### src/rtl/mem_modexp_if.sv
// Command, memory-read and result handshake bundle for the modular-exponentiation engine.
// The host/bench side uses master; the engine uses slave.
interface mem_modexp_if #(
    parameter int unsigned DATA_WIDTH = 8,
    parameter int unsigned ADDR_WIDTH = 3
);
    logic                  start;
    logic [ADDR_WIDTH-1:0] base_addr;
    logic [ADDR_WIDTH:0]   count;
    logic [DATA_WIDTH-1:0] exp_e;
    logic [DATA_WIDTH-1:0] mod_n;
    logic                  mem_rd;
    logic [ADDR_WIDTH-1:0] mem_addr_rd;
    logic [DATA_WIDTH-1:0] mem_data_out;
    logic                  mem_buf_empty;
    logic [DATA_WIDTH-1:0] out_data;
    logic                  out_valid;
    logic                  out_ready;
    logic                  busy;
    logic                  done;
    logic                  err;

    modport master (
        output start, base_addr, count, exp_e, mod_n, mem_data_out, mem_buf_empty, out_ready,
        input  mem_rd, mem_addr_rd, out_data, out_valid, busy, done, err
    );

    modport slave (
        input  start, base_addr, count, exp_e, mod_n, mem_data_out, mem_buf_empty, out_ready,
        output mem_rd, mem_addr_rd, out_data, out_valid, busy, done, err
    );
endinterface

### src/rtl/mem_modexp_engine.sv
// Reads a block of words from a memory buffer and emits m^e mod n for each word
// using left-to-right square-and-multiply, one modular step per cycle.
module mem_modexp_engine #(
    parameter int unsigned DATA_WIDTH = 8,
    parameter int unsigned ADDR_WIDTH = 3
) (
    input logic        clk,
    input logic        rst,
    mem_modexp_if.slave bus
);
    localparam int unsigned PROD_WIDTH = 2 * DATA_WIDTH;
    localparam int unsigned BIT_WIDTH  = (DATA_WIDTH > 1) ? $clog2(DATA_WIDTH) : 1;
    localparam int unsigned CNT_WIDTH  = ADDR_WIDTH + 1;

    typedef enum logic [2:0] {
        IDLE    = 3'd0,
        RD_REQ  = 3'd1,
        RD_WAIT = 3'd2,
        LOAD    = 3'd3,
        SQR     = 3'd4,
        MUL     = 3'd5,
        OUT     = 3'd6,
        FIN     = 3'd7
    } state_t;

    state_t                state_q, state_n;
    logic [ADDR_WIDTH-1:0] base_q, base_n;
    logic [CNT_WIDTH-1:0]  count_q, count_n;
    logic [CNT_WIDTH-1:0]  index_q, index_n, index_inc;
    logic [DATA_WIDTH-1:0] exp_q, exp_n;
    logic [DATA_WIDTH-1:0] modulus_q, modulus_n;
    logic [DATA_WIDTH-1:0] acc_q, acc_n;
    logic [DATA_WIDTH-1:0] m_q, m_n;
    logic [DATA_WIDTH-1:0] out_data_q, out_data_n;
    logic [BIT_WIDTH-1:0]  bit_q, bit_n;
    logic                  err_q, err_n;
    logic                  out_valid_q, busy_q, done_q;
    logic                  mem_rd_c;

    logic [DATA_WIDTH-1:0] divisor;
    logic [PROD_WIDTH-1:0] sqr_prod, mul_prod;
    logic [DATA_WIDTH-1:0] sqr_res, mul_res, load_res, one_res;

    // Modular datapath; a zero modulus never reaches compute states, the guard only avoids divide-by-zero.
    assign divisor   = (modulus_q == '0) ? DATA_WIDTH'(1) : modulus_q;
    assign sqr_prod  = PROD_WIDTH'(acc_q) * PROD_WIDTH'(acc_q);
    assign mul_prod  = PROD_WIDTH'(acc_q) * PROD_WIDTH'(m_q);
    assign sqr_res   = DATA_WIDTH'(sqr_prod % PROD_WIDTH'(divisor));
    assign mul_res   = DATA_WIDTH'(mul_prod % PROD_WIDTH'(divisor));
    assign load_res  = bus.mem_data_out % divisor;
    assign one_res   = DATA_WIDTH'(1) % divisor;
    assign index_inc = index_q + CNT_WIDTH'(1);

    // Next-state and next-datapath logic.
    always_comb begin
        state_n    = state_q;
        base_n     = base_q;
        count_n    = count_q;
        index_n    = index_q;
        exp_n      = exp_q;
        modulus_n  = modulus_q;
        acc_n      = acc_q;
        m_n        = m_q;
        bit_n      = bit_q;
        err_n      = err_q;
        mem_rd_c   = 1'b0;

        case (state_q)
            IDLE: begin
                if (bus.start) begin
                    base_n    = bus.base_addr;
                    count_n   = bus.count;
                    exp_n     = bus.exp_e;
                    modulus_n = bus.mod_n;
                    index_n   = '0;
                    err_n     = (bus.mod_n < DATA_WIDTH'(2));
                    if ((bus.mod_n < DATA_WIDTH'(2)) || (bus.count == '0)) begin
                        state_n = FIN;
                    end else begin
                        state_n = RD_REQ;
                    end
                end
            end
            RD_REQ: begin
                if (!bus.mem_buf_empty) begin
                    mem_rd_c = 1'b1;
                    state_n  = RD_WAIT;
                end
            end
            RD_WAIT: state_n = LOAD;
            LOAD: begin
                m_n     = load_res;
                acc_n   = one_res;
                bit_n   = BIT_WIDTH'(DATA_WIDTH - 1);
                state_n = SQR;
            end
            SQR: begin
                acc_n = sqr_res;
                if (exp_q[bit_q]) begin
                    state_n = MUL;
                end else if (bit_q == '0) begin
                    state_n = OUT;
                end else begin
                    bit_n   = bit_q - BIT_WIDTH'(1);
                    state_n = SQR;
                end
            end
            MUL: begin
                acc_n = mul_res;
                if (bit_q == '0) begin
                    state_n = OUT;
                end else begin
                    bit_n   = bit_q - BIT_WIDTH'(1);
                    state_n = SQR;
                end
            end
            OUT: begin
                if (bus.out_ready) begin
                    index_n = index_inc;
                    state_n = (index_inc < count_q) ? RD_REQ : FIN;
                end
            end
            FIN:     state_n = IDLE;
            default: state_n = IDLE;
        endcase

        // Result register captures the accumulator only on entry to OUT so it stays stable while stalled.
        out_data_n = ((state_n == OUT) && (state_q != OUT)) ? acc_n : out_data_q;
    end

    // State, datapath and registered status outputs.
    always_ff @(posedge clk) begin
        if (rst) begin
            state_q     <= IDLE;
            base_q      <= '0;
            count_q     <= '0;
            index_q     <= '0;
            exp_q       <= '0;
            modulus_q   <= '0;
            acc_q       <= '0;
            m_q         <= '0;
            bit_q       <= '0;
            err_q       <= 1'b0;
            out_data_q  <= '0;
            out_valid_q <= 1'b0;
            busy_q      <= 1'b0;
            done_q      <= 1'b0;
        end else begin
            state_q     <= state_n;
            base_q      <= base_n;
            count_q     <= count_n;
            index_q     <= index_n;
            exp_q       <= exp_n;
            modulus_q   <= modulus_n;
            acc_q       <= acc_n;
            m_q         <= m_n;
            bit_q       <= bit_n;
            err_q       <= err_n;
            out_data_q  <= out_data_n;
            out_valid_q <= (state_n == OUT);
            busy_q      <= (state_n != IDLE);
            done_q      <= (state_n == FIN);
        end
    end

    // Read strobe must react to the empty flag in the same cycle, so it is decoded from state.
    assign bus.mem_rd      = mem_rd_c;
    assign bus.mem_addr_rd = base_q + ADDR_WIDTH'(index_q);
    assign bus.out_data    = out_data_q;
    assign bus.out_valid   = out_valid_q;
    assign bus.busy        = busy_q;
    assign bus.done        = done_q;
    assign bus.err         = err_q;
endmodule
### src/flat_wrapper.sv
// flat-port wrapper written by rule: the top's interface ports become plain ports
module mem_modexp_engine_flat 
#(
    parameter int unsigned DATA_WIDTH = 8,
    parameter int unsigned ADDR_WIDTH = 3
)
  (clk, rst, bus_start, bus_base_addr, bus_count, bus_exp_e, bus_mod_n, bus_mem_data_out, bus_mem_buf_empty, bus_out_ready, bus_mem_rd, bus_mem_addr_rd, bus_out_data, bus_out_valid, bus_busy, bus_done, bus_err);
  mem_modexp_if #(.DATA_WIDTH(DATA_WIDTH), .ADDR_WIDTH(ADDR_WIDTH)) bus_i ();
  input logic clk;
  input logic rst;
  input wire logic [$bits(bus_i.start)-1:0] bus_start;
  input wire logic [$bits(bus_i.base_addr)-1:0] bus_base_addr;
  input wire logic [$bits(bus_i.count)-1:0] bus_count;
  input wire logic [$bits(bus_i.exp_e)-1:0] bus_exp_e;
  input wire logic [$bits(bus_i.mod_n)-1:0] bus_mod_n;
  input wire logic [$bits(bus_i.mem_data_out)-1:0] bus_mem_data_out;
  input wire logic [$bits(bus_i.mem_buf_empty)-1:0] bus_mem_buf_empty;
  input wire logic [$bits(bus_i.out_ready)-1:0] bus_out_ready;
  output wire logic [$bits(bus_i.mem_rd)-1:0] bus_mem_rd;
  output wire logic [$bits(bus_i.mem_addr_rd)-1:0] bus_mem_addr_rd;
  output wire logic [$bits(bus_i.out_data)-1:0] bus_out_data;
  output wire logic [$bits(bus_i.out_valid)-1:0] bus_out_valid;
  output wire logic [$bits(bus_i.busy)-1:0] bus_busy;
  output wire logic [$bits(bus_i.done)-1:0] bus_done;
  output wire logic [$bits(bus_i.err)-1:0] bus_err;
  assign bus_i.start = bus_start;
  assign bus_i.base_addr = bus_base_addr;
  assign bus_i.count = bus_count;
  assign bus_i.exp_e = bus_exp_e;
  assign bus_i.mod_n = bus_mod_n;
  assign bus_i.mem_data_out = bus_mem_data_out;
  assign bus_i.mem_buf_empty = bus_mem_buf_empty;
  assign bus_i.out_ready = bus_out_ready;
  assign bus_mem_rd = bus_i.mem_rd;
  assign bus_mem_addr_rd = bus_i.mem_addr_rd;
  assign bus_out_data = bus_i.out_data;
  assign bus_out_valid = bus_i.out_valid;
  assign bus_busy = bus_i.busy;
  assign bus_done = bus_i.done;
  assign bus_err = bus_i.err;
  mem_modexp_engine #(.DATA_WIDTH(DATA_WIDTH), .ADDR_WIDTH(ADDR_WIDTH)) u_core (.clk(clk), .rst(rst), .bus(bus_i));
endmodule
### config.mk
export PLATFORM = sky130hd
export DESIGN_NAME = mem_modexp_engine_flat
export DESIGN_NICKNAME = d
export VERILOG_FILES = /design/src/rtl/mem_modexp_if.sv /design/src/rtl/mem_modexp_engine.sv /design/src/flat_wrapper.sv
export SDC_FILE = /design/constraint.sdc
export NUM_CORES = 1
export LEC_CHECK = 0
export ABC_CLOCK_PERIOD_IN_PS = 47500
export BUFFER_PORTS_ARGS = -buffer_cell sky130_fd_sc_hd__buf_4
export CELL_PAD_IN_SITES_DETAIL_PLACEMENT = 0
export CELL_PAD_IN_SITES_GLOBAL_PLACEMENT = 1
export CORE_MARGIN = 2
export CORE_UTILIZATION = 40
export DETAILED_ROUTE_END_ITERATION = 10
export GPL_TIMING_DRIVEN = 0
export PLACE_DENSITY_LB_ADDON = 0.1
export SYNTH_ARGS = -nofsm -noshare
export SYNTH_HDL_FRONTEND = slang
export SYNTH_SLANG_ARGS = --single-unit
### constraint.sdc
create_clock -name clk -period 47.5 [get_ports clk]
set_input_delay 9.5 -clock clk [delete_from_list [all_inputs] [get_ports clk]]
set_output_delay 9.5 -clock clk [all_outputs]
set_load 0.005 [all_outputs]
Word-level counts from Yosys, hierarchy flattened

Index checks and enable logic that the tools add are counted.
W data, S select, Z words.

Flip-flop bits (word level): 61
Output and inout bits: 16
Input port bits: 36
Logic and storage cells: 71

Multiply operators: 2
Multiplexer cells: 20
Div/mod/pow operators: 4
Reductions and logical operators: 12
Order comparisons: 3
Add/subtract/negate cells: 3
Equal/unequal tests: 13

Operators by type and width:

| kind                  | count |
|---|---|
| $mod A16 B8 Y16       | 2 |
| $mul A8 B8 Y16        | 2 |
| $mux W3               | 8 |
| $pmux W3 S8           | 1 |
| $pmux W8 S3           | 1 |
| $eq A3 B3 Y1 const B  | 6 |
| $pmux W3 S3           | 1 |
| $logic_not A8 Y1      | 1 |
| $lt A8 B2 Y1 const B  | 1 |
| $mod A1 B8 Y8 const A | 1 |
| $mod A8 B8 Y8         | 1 |
| $mux W4               | 2 |
| $mux W8               | 1 |
| $pmux W4 S2           | 1 |
| $eq A3 B2 Y1 const B  | 2 |
| $logic_not A3 Y1      | 2 |
| $ne A2 B2 Y1 const B  | 3 |
| $reduce_bool A3 Y1    | 2 |
| $add A4 B1 Y4 const B | 1 |
| $logic_not A4 Y1      | 1 |
| $lt A3 B4 Y1 const B  | 1 |
| $lt A4 B4 Y1          | 1 |
| $reduce_and A2 Y1     | 2 |
| $add A3 B3 Y3         | 1 |
| other kinds (10)      | 12 |

Depth between registers and ports, before layout

Depth after elaboration: 7
Mapped depth: 178
Gate-level depth less buffers: 160

Worst setup path before layout

OpenSTA, ideal clock, no wires.

Path kind: reg-to-reg
Start point: register u_core.acc_q[6]
End point: register u_core.acc_q[2]
Setup time: 116 ps
Data arrival time: 33511 ps
Stages on the path, launching flop included: 167
Data required time: 47384 ps
Path slack: 13873 ps
Period minus slack after synthesis: 33627 ps
Buffers on the path: 16
Path through: dfxtp_1 clkbuf_1 clkbuf_1 nand2_1 fa_1 inv_1 fa_1 fa_1 inv_1 fa_1 inv_1 ha_1 nand3_1 a211o_1 and2_1 o22ai_1 nand3_1 ha_1 [131 not listed] a21o_1 a2111oi_2 and4_1 buf_4 mux2_2 ha_1 a21o_1 a21oi_1 o21bai_1 a21oi_1 o21ai_0 a21o_1 a21oi_1 nand3_1 a31oi_4 buf_2 o32ai_1 a31o_1

Cells in the longest elaborated chain, start to end: 3
Elaborated cells between the ends (all ways): 5
Classes of those cells: 2 x mul; 2 x div; 1 x mux

RTL lines:

| element                                   | line                                             | text |
|---|---|---|
| from (decl)                               | mem_modexp_engine.sv:32                          | `logic [DATA_WIDTH-1:0] acc_q, acc_n;` |
| from (signal assigned)                    | mem_modexp_engine.sv:155                         | `acc_q <= acc_n;` |
| $mul A8 B8 Y16, on equally long branches  | mem_modexp_engine.sv:47, mem_modexp_engine.sv:46 |  |
| $mod A16 B8 Y16, on equally long branches | mem_modexp_engine.sv:49, mem_modexp_engine.sv:48 |  |
| $pmux W8 S3 *                             | mem_modexp_engine.sv:68                          | `case (state_q)` |

Every way passes the cells marked *; elsewhere a longest branch is shown, timed or not.
A chain may end at the register's enable or synchronous reset.

Final worst setup path

Start point: register u_core.acc_q[4]
End point: register u_core.out_data_q[6] (netlist: u_core.bus.out_data[6])

Cells in the longest elaborated chain, start to end: 3
Elaborated cells between the ends (all ways): 5
Classes of those cells: 2 x mul; 2 x div; 1 x mux

RTL lines:

| element                                   | line                                             | text |
|---|---|---|
| $mul A8 B8 Y16, on equally long branches  | mem_modexp_engine.sv:47, mem_modexp_engine.sv:46 |  |
| $mod A16 B8 Y16, on equally long branches | mem_modexp_engine.sv:49, mem_modexp_engine.sv:48 |  |
| $pmux W8 S3 *                             | mem_modexp_engine.sv:68                          |  |
| to (signal assigned)                      | mem_modexp_engine.sv:159                         | `out_data_q <= out_data_n;` |
| to (decl)                                 | mem_modexp_engine.sv:34                          | `logic [DATA_WIDTH-1:0] out_data_q, out_data_n;` |

Marks and branches as above.

==> impl_metrics.json <==
{
  "status": "finished, final reports clean",
  "fmax_mhz": 24.7,
  "crit_buf_inv": 20,
  "grt-ovfl-total": 0,
  "routed_via_density": 5.69,
  "avgSynthCellArea_sq_um": 7.59,
  "cts_sinks": 61,
  "setup_viol": 0,
  "critical_path.most_common_cell": "o21a_1",
  "finalNonFillerCells": 2422,
  "syn-cell-area_sq_um": 14400,
  "final_cell_mix": "210 x ha_1, 196 x nand2_1, 144 x inv_1",
  "die_height_um": 194,
  "die_area_sq_um": 37500,
  "yosys_most_used_dff": "dfxtp_1",
  "finalNetCount": 2266,
  "synth_warnings": 0,
  "hp-class": "flip-flop to flip-flop",
  "path_max_fanout": 10,
  "cp_slowest_cell": "dfxtp_1",
  "drtIter0Drc": 719,
  "clock_latency_ps": 340,
  "dr.pass1.iters": 5,
  "synth_edf_count": 0,
  "routed_wl_mm": 43.2,
  "hpwl_mm": 35.3,
  "fp.dieW_um": 194,
  "place_congestion": 0.871,
  "antenna_left": 0,
  "grt_pass1_vias": 13700,
  "initial_core_util": 0.406,
  "critPathTopFamily": "compound AO/OA/AOI/OAI gates",
  "grt_pass1_wl_mm": 70.5,
  "fin_tns_setup_ps": 0,
  "synthArstFlopShare": 0,
  "cts_tree": "done",
  "num_antenna_cells": 0,
  "pin_count": 52,
  "wl_per_cell_um": 17.8,
  "ctsHoldBuffers": 0,
  "cts_setup_buffers": 0,
  "cts_buffers": 9,
  "final_util": 0.440,
  "ys_seq_area_frac": 0.0849,
  "tightest_slew_ps": 1440,
  "grt_start_max_net_pins": 26,
  "syn_inst": 1895,
  "synth-seq-cells": 61,
  "dp_cells": 2406,
  "layout_commonest_cell": "ha_1",
  "hold_viol_final": 0,
  "max_stage_delay_ps": 630,
  "drv_cap": 0,
  "synth_fp_nets": 2205,
  "grt.total_usage": 0.229,
  "nFillCells": 3722,
  "rsz0062_at_grt": "no",
  "slew_violations": 0,
  "antenna_found_initial": 1,
  "vias": 13800,
  "root_buffer": "clkbuf_16",
  "cts-resized-gates": 0,
  "synthToLayoutAreaGrowth_pct": 8.59,
  "core-area_sq_um": 35500,
  "clk_pin_slew_ps": 60,
  "portBuffers": 50,
  "critPathRequiredTime_ps": 47690,
  "row_count": 69,
  "slew_headroom": 0.0326,
  "period_minus_slack_ps": 40430,
  "drc": 0,
  "drive_above_1_share": 0.0801,
  "endpoint_kind": "flip-flop",
  "crit_arrival_ps": 40630,
  "cts_buffer_depth": 2,
  "period_share": 0.851,
  "htreeDepth": 3,
  "finClkSkew_ps": 9.32,
  "worstSetupPathType": "flip-flop to flip-flop",
  "synthDistinctLibCells": 105,
  "worstSetupStartpointType": "flip-flop"
}
-- cell families (layout without fill, tap and decap cells) --
logic type | after synthesis | in the layout | synth area share
AOI/OAI and AO/OA | 535 | 535 | 0.257
xor gates and xnor gates | 75 | 75 | 0.0456
adders and majority gates | 275 | 275 | 0.272
buffers and inverters | 211 | 277 | 0.0587
DFF | 61 | 61 | 0.0849
muxes | 60 | 60 | 0.0464
and+or+nand+nor | 678 | 678 | 0.235
-- worst paths after layout --
path                                       from                     end  slack, ps  depth (start not counted)
worst max-delay path            u_core.acc_q[4]  u_core.bus.out_data[6]       7070                        169
worst min-delay path            u_core.exp_q[0]         u_core.exp_q[0]        450                          2
worst max register to register  u_core.acc_q[4]  u_core.bus.out_data[6]       7070                        169
worst min register to register  u_core.exp_q[0]         u_core.exp_q[0]        450                          2
-- area by class of cell --
type	instances	area, sq um	share of cell area
Timing Repair Buffer	50	375	0.0240
Sequential cell	61	1220	0.0781
Inverter	145	544	0.0348
Buffer	66	300	0.0192
Tap cell	461	577	0.0369
Clock inverter	6	45.0	0.00288
Multi-Input combinational cell	1623	12300	0.789
Clock buffer	10	239	0.0153
-- layer usage --
metal / track usage / part of all wire / vias up
met4: 0.0704 / 0.030 / 0
met1: 0.299 / 0.47 / 6502
met2: 0.399 / 0.47 / 224
met3: 0.0223 / 0.031 / 66
met5: 0 / 0 / -
li1: - / - / 6988
-- worst min-delay path, cell delays in order (launching register included) --
cell,delay (ps)
dfxtp_1,300
nand2_1,50
a21oi_1,50
-- sequential cells by signal, indices dropped and copies added, names as in the netlist --
signal                flops
u_core.exp_q              8
u_core.index_q            4
u_core.bus.out_valid      1
u_core.acc_q              8
u_core.base_q             3
u_core.state_q            3
u_core.bit_q              3
u_core.count_q            4
u_core.bus.err            1
u_core.bus.done           1
u_core.m_q                8
u_core.bus.busy           1
u_core.bus.out_data       8
u_core.modulus_q          8
-- cells in the mapped netlist (7+ instances only) --
cell	number	share of area
or2_2	9	0.0039
clkbuf_1	49	0.013
nand3b_1	7	0.0037
fa_1	64	0.089
nor2b_1	16	0.0070
o21a_1	75	0.039
or3_1	13	0.0057
and3_1	24	0.010
nand4_1	17	0.0074
and2_1	87	0.038
mux2i_1	27	0.019
a211o_1	7	0.0043
ha_1	210	0.18
nand2b_1	24	0.010
o21bai_1	10	0.0052
o21ai_1	8	0.0028
a21o_1	37	0.019
o211ai_1	22	0.011
o21ai_0	82	0.029
a211oi_1	29	0.015
mux2_2	28	0.022
nor3_1	72	0.025
nor4_1	10	0.0043
xor2_1	33	0.020
dfxtp_1	61	0.085
nand2_1	196	0.051
buf_2	8	0.0028
nor2_1	137	0.036
a21oi_1	133	0.046
xnor2_1	42	0.026
inv_1	144	0.038
nand3_1	36	0.013
o31ai_1	28	0.015
a31oi_1	8	0.0035
-- stage by stage --
| stage | hold slack [ps] | cell area, sq um | worst slack (ps) |
|---|---|---|---|
| after floorplan | 432 | 14400 | 13870 |
| after global placement | 440 | 15300 | 7490 |
| after CTS | 455 | 15600 | 7060 |
| final | 452 | 15600 | 7070 |
| after global routing | 472 | 15600 | 3750 |
| after detailed placement | 447 | 15300 | 7270 |
Power is not shown: default switching activity piles up to over one toggle a cycle in this logic, so the estimate is an artifact.
